[src/rtl/shift_add_mult_ctrl.sv]
// shift_add_mult_ctrl: sequential unsigned shift-add multiplier sharing one CLA over N iterations.
// Optional EARLY_TERM_EN ends the run once the remaining multiplier bits are all zero.
module shift_add_mult_ctrl #(
  parameter int N = 8,
  parameter int CNT_W = $clog2(N + 1)
) (
  input  logic             clk,
  input  logic             rst,
  input  logic             start,
  input  logic [N-1:0]     multiplicand,
  input  logic [N-1:0]     multiplier,
  output logic             ready,
  output logic             busy,
  output logic             done,
  output logic [2*N-1:0]   product
);
  typedef enum logic [1:0] {IDLE, RUN, DONE} state_t;
  state_t state_q, state_d;
  logic [N:0] a_q, a_d, add_sum, sum, a_n;
  logic [N-1:0] q_q, q_d, m_q, m_d, q_n;
  logic [CNT_W-1:0] cnt_q, cnt_d;
  logic [2*N-1:0] product_q, product_d, fin;
  logic last;
`ifdef EARLY_TERM_EN
  logic [N-1:0] rem;
`endif
  cla #(.W(N + 1)) u_cla (.a(a_q), .b({1'b0, m_q}), .cin(1'b0), .sum(add_sum));
  always_comb begin
    sum = q_q[0] ? add_sum : a_q;
    a_n = {1'b0, sum[N:1]};
    q_n = {sum[0], q_q[N-1:1]};
`ifdef EARLY_TERM_EN
    // unconsumed multiplier bits sit at the bottom of Q; shifting the product bits out leaves only them
    rem = (q_q >> 1) << (cnt_q + 1'b1);
    last = rem == '0;
    fin = {a_n[N-1:0], q_n} >> (CNT_W'(N - 1) - cnt_q);
`else
    last = cnt_q == CNT_W'(N - 1);
    fin = {a_n[N-1:0], q_n};
`endif
    state_d = state_q;
    a_d = a_q;
    q_d = q_q;
    m_d = m_q;
    cnt_d = cnt_q;
    product_d = product_q;
    if (state_q == RUN) begin
      a_d = a_n;
      q_d = q_n;
      cnt_d = cnt_q + 1'b1;
      state_d = last ? DONE : RUN;
      product_d = last ? fin : product_q;
    end else if (start) begin
      state_d = RUN;
      a_d = '0;
      q_d = multiplier;
      m_d = multiplicand;
      cnt_d = '0;
    end else begin
      state_d = IDLE;
    end
  end
  always_ff @(posedge clk) begin
    if (rst) begin
      state_q <= IDLE;
      a_q <= '0;
      q_q <= '0;
      m_q <= '0;
      cnt_q <= '0;
      product_q <= '0;
    end else begin
      state_q <= state_d;
      a_q <= a_d;
      q_q <= q_d;
      m_q <= m_d;
      cnt_q <= cnt_d;
      product_q <= product_d;
    end
  end
  assign ready = state_q != RUN;
  assign busy = state_q == RUN;
  assign done = state_q == DONE;
  assign product = product_q;
endmodule

// cla: flat two-level carry-lookahead adder, carry-out taken from the sum MSB by the caller.
module cla #(
  parameter int W = 4
) (
  input  logic [W-1:0] a,
  input  logic [W-1:0] b,
  input  logic         cin,
  output logic [W-1:0] sum
);
  logic [W-1:0] p, c;
  logic t, pp;
  always_comb begin
    p = a ^ b;
    c = '0;
    c[0] = cin;
    t = 1'b0;
    pp = 1'b1;
    for (int i = 1; i < W; i++) begin
      t = 1'b0;
      pp = 1'b1;
      for (int j = i - 1; j >= 0; j--) begin
        t = t | (a[j] & b[j] & pp);
        pp = pp & p[j];
      end
      c[i] = t | (pp & cin);
    end
    sum = p ^ c;
  end
endmodule
[config.mk]
export PLATFORM = sky130hd
export DESIGN_NAME = shift_add_mult_ctrl
export DESIGN_NICKNAME = d
export VERILOG_FILES = /design/src/rtl/shift_add_mult_ctrl.sv
export SDC_FILE = /design/constraint.sdc
export NUM_CORES = 1
export LEC_CHECK = 0
export ABC_CLOCK_PERIOD_IN_PS = 1800
export BUFFER_PORTS_ARGS = -buffer_cell sky130_fd_sc_hd__buf_2
export CAP_MARGIN = 0
export CORE_MARGIN = 2
export CORE_UTILIZATION = 50
export CTS_CLUSTER_DIAMETER = 50
export DETAILED_ROUTE_END_ITERATION = 8
export GPL_ROUTABILITY_DRIVEN = 0
export PLACE_DENSITY_LB_ADDON = 0.25
export RECOVER_POWER = 50
export SETUP_SLACK_MARGIN = 0.02
export SLEW_MARGIN = 25
export SYNTH_ARGS = -nofsm -noshare
export SYNTH_HDL_FRONTEND = slang
export SYNTH_SLANG_ARGS = --single-unit
[constraint.sdc]
create_clock -name clk -period 1.8 [get_ports clk]
set_input_delay 0.36 -clock clk [delete_from_list [all_inputs] [get_ports clk]]
set_output_delay 0.36 -clock clk [all_outputs]
set_load 0.02 [all_outputs]
==> results.sh <==
export IMPL_final_nets=328
export IMPL_rsz0062_at_grt="true"
export IMPL_grt_pass1_wl_mm=8.459
export IMPL_drive_gt1_share_pct=24.08
export IMPL_power_density_mw_per_mm2=794.1
export IMPL_r2r_start="a_q[1]$_SDFFE_PP0P_"
export IMPL_final_max_slew_violation_count=0
export IMPL_viasPerCell=5.708
export IMPL_antenna_found_initial=0
export IMPL_synth_area_leaders="dfxtp_1 42%, a21oi_1 6.0%, ha_1 5.8%"
export IMPL_final_common_cell="dfxtp_1"
export IMPL_cp_num_buf_inv=0
export IMPL_drtAntennaViolNets=0
export IMPL_setup_viol=0
export IMPL_setup_slack_ns=0.01811
export IMPL_synthFlopType="dfxtp_1"
export IMPL_p_leak_nw=1.039
export IMPL_critPathCapture="a_q[4]$_SDFFE_PP0P_"
export IMPL_drtIter0Drc=148
export IMPL_period_minus_slack_ns=1.782
export IMPL_reg2regPathDepth=6
export IMPL_numPortBuffers=37
export IMPL_synth_top_cell_area_share_pct=42.45
export IMPL_dp_worst_setup_slack_ns=0.01596
export IMPL_hold_viol_final=0
export IMPL_path_clk_slew_ns=0.09
export IMPL_final_core_util_pct=65.52
export IMPL_synth_edf_count=0
export IMPL_cp_end_kind="flip-flop"
export IMPL_tightestPinTransition_ns=0.3138
export IMPL_ys_seq_area_share_pct=42.45
export IMPL_worstPathArrival_ns=2.00
export IMPL_crit_fanout=3
export IMPL_path_delay_family="compound AO/OA/AOI/OAI gates"
export IMPL_via_count=1992
export IMPL_dieWidth_um=69.87
export IMPL_r2r_slack_ns=0.02
export IMPL_finClkSkew_ns=0.008559
export IMPL_placeableCoreArea_mm2=0.004086
export IMPL_setup_worst_path_start="a_q[1]$_SDFFE_PP0P_"
export IMPL_slew_headroom_pct=78.90
export IMPL_synth_cell_type_count=42
export IMPL_wl_mm=5.139
export IMPL_drcViolationCount=0
export IMPL_start_util_pct=53.09
export IMPL_clockBufferDepth=2
export IMPL_syn_cell_area_mm2=0.002170
export IMPL_cts_tree="yes"
export IMPL_antenna_cells=0
export IMPL_maxCapViolations=0
export IMPL_area_growth_pct=23.41
export IMPL_grt_usage_pct=21.00
export IMPL_ys_ff_latch=46
export IMPL_synth_async_reset_ratio_pct=0
export IMPL_clk_latency_ns=0.30
export IMPL_die_height_um=69.87
export IMPL_grt_max_degree=38
export IMPL_gr_total_overflow=0
export IMPL_numCtsBuffers=5
export IMPL_cts_sinks=46
export IMPL_grt_pass1_vias=1837
export IMPL_yosysTopAreaCell="dfxtp_1"
export IMPL_worst_hold_slack_ns=0.3031
export IMPL_avgSynthCellArea_um2=8.609
export IMPL_reg2reg_to="a_q[4]$_SDFFE_PP0P_"
export IMPL_drtPass1Iterations=4
export IMPL_slowest_stage="dfxtp_2"
export IMPL_worst_path_stages=6
export IMPL_crit_chain="ha_4 -> a21o_1 -> a221oi_2 -> xor2_1 -> or3_1 -> a31oi_1"
export IMPL_final_cell_mix="38 x dfxtp_1, 31 x nand2_1, 26 x a21oi_1"
export IMPL_synthCells=252
export IMPL_cp_required_ns=2.02
export IMPL_cp_start_kind="flip-flop"
export IMPL_wire_per_inst_um=14.72
export IMPL_vdd_drop_max_v=0.0006551
export IMPL_htree_levels=2
export IMPL_path_class="flip-flop to flip-flop"
export IMPL_io_pins=38
export IMPL_outcome="finished, final reports clean"
export IMPL_placementRows=23
export IMPL_dieArea_mm2=0.004882
export IMPL_synth_net_count=282
export IMPL_ys_warn_count=0
export IMPL_cts_root_buf="clkbuf_8"
export IMPL_place_detailed_hpwl_mm=3.499
export IMPL_finalCritPeriodShare_pct=98.99
export IMPL_clock_fmax_mhz=561.2
export IMPL_n_fill_cell=355
export IMPL_slowest_delay_ns=0.34
export IMPL_hp_class="primary input to flip-flop"
-- what timing repair did --
item,4_1_cts,5_1_grt
hold buffers,0,0
gates resized for setup,0,21
setup endpoints to repair,5,10
pin swaps,3,10
setup buffers,0,3
-- per-layer routing --
layer	track usage [%]	vias up	routed length, um
met1	29.80	929	2455
met2	31.75	62	2319
met5	0	-	0
li1	-	993	-
met4	6.410	0	56
met3	4.906	8	306
-- worst reg2reg max path: cells and delay by family, from the launching register on --
kind / cells / cell delay (ns)
compound gates: 3 / 0.70
xor+xnor: 1 / 0.12
fa+ha+maj: 1 / 0.22
flops: 1 / 0.34
simple gates: 1 / 0.31
-- power by group --
group,leakage (nW),switching (W),total [W],internal [W]
Combinational,0.609,0.000157,0.000276,0.000119
Sequential,0.378,0.0000297,0.00108,0.00105
Clock,0.0514,0.000351,0.000766,0.000415
Total,1.04,0.000538,0.00213,0.00159
-- cells in the mapped netlist, drive strengths merged, types with 3 or more instances --
cell / number
mux2i: 11
nand3: 16
nor2b: 3
nor2: 27
ha: 10
nor3: 4
buf: 9
a21o: 3
a211oi: 17
dfxtp: 46
o22ai: 3
nand2: 31
a311oi: 3
a21oi: 26
o21ai: 5
nand2b: 3
or3: 4
clkbuf: 8
-- stage by stage --
| stage | instance area, um^2 | total power [W] | std cells | TNS (ns) |
|---|---|---|---|---|
| floorplan | 2176 | 0.001271 | 252 | 0 |
| global placement | 2467 | 0.001350 | 338 | 0 |
| detailed placement | 2467 | 0.001356 | 338 | 0 |
| CTS | 2577 | 0.002103 | 346 | 0 |
| global route | 2678 | 0.002216 | 349 | -0.2640 |
| finish | 2678 | 0.002126 | 349 | 0 |
-- flip-flops by register name, indices dropped and copies added, names as in the netlist --
name and cells:
product 16, state_q 2, a_q 8, cnt_q 4, m_q 8, q_q 8
-- logic make-up (layout without fill, tap and decap cells) --
| logic type | count (synthesis) | count (layout) | synth area share [%] |
|---|---|---|---|
| AND/OR/NAND/NOR | 97 | 97 | 21.28 |
| AO/OA/AOI/OAI | 65 | 65 | 19.67 |
| flip-flops | 46 | 46 | 42.45 |
| buffers and inverters | 20 | 67 | 4.037 |
| adder cells (fa/ha/maj) | 11 | 11 | 6.690 |
| multiplexers | 11 | 11 | 5.075 |
| XOR/XNOR | 2 | 2 | 0.8075 |
-- how the worst min path moves through the flow --
| stage | start | endpoint | slack, ns | depth (start not counted) |
|---|---|---|---|---|
| after global placement | product[2]$_SDFFE_PP0P_ | product[2]$_SDFFE_PP0P_ | 0.44 | 2 |
| after floorplan | m_q[0]$_SDFFE_PP0P_ | m_q[0]$_SDFFE_PP0P_ | 0.44 | 2 |
| after detailed placement | product[3]$_SDFFE_PP0P_ | product[3]$_SDFFE_PP0P_ | 0.44 | 2 |
| final | multiplicand[4] | m_q[4]$_SDFFE_PP0P_ | 0.30 | 3 |
| after CTS | multiplicand[0] | m_q[0]$_SDFFE_PP0P_ | 0.30 | 3 |
| after global routing | multiplicand[0] | m_q[0]$_SDFFE_PP0P_ | 0.30 | 3 |
-- cell type report --
type	count	area (um^2)	share of cell area [%]
repair buffers	56	311.5	11.64
clock buffers	6	72.57	2.710
inverters	3	11.26	0.4206
well taps	50	62.56	2.336
multi-input cells	186	1251	46.73
flip-flops and latches	46	930.9	34.77
clock inverters	2	37.54	1.402
Note: power is estimated with default switching activity, not from simulation.
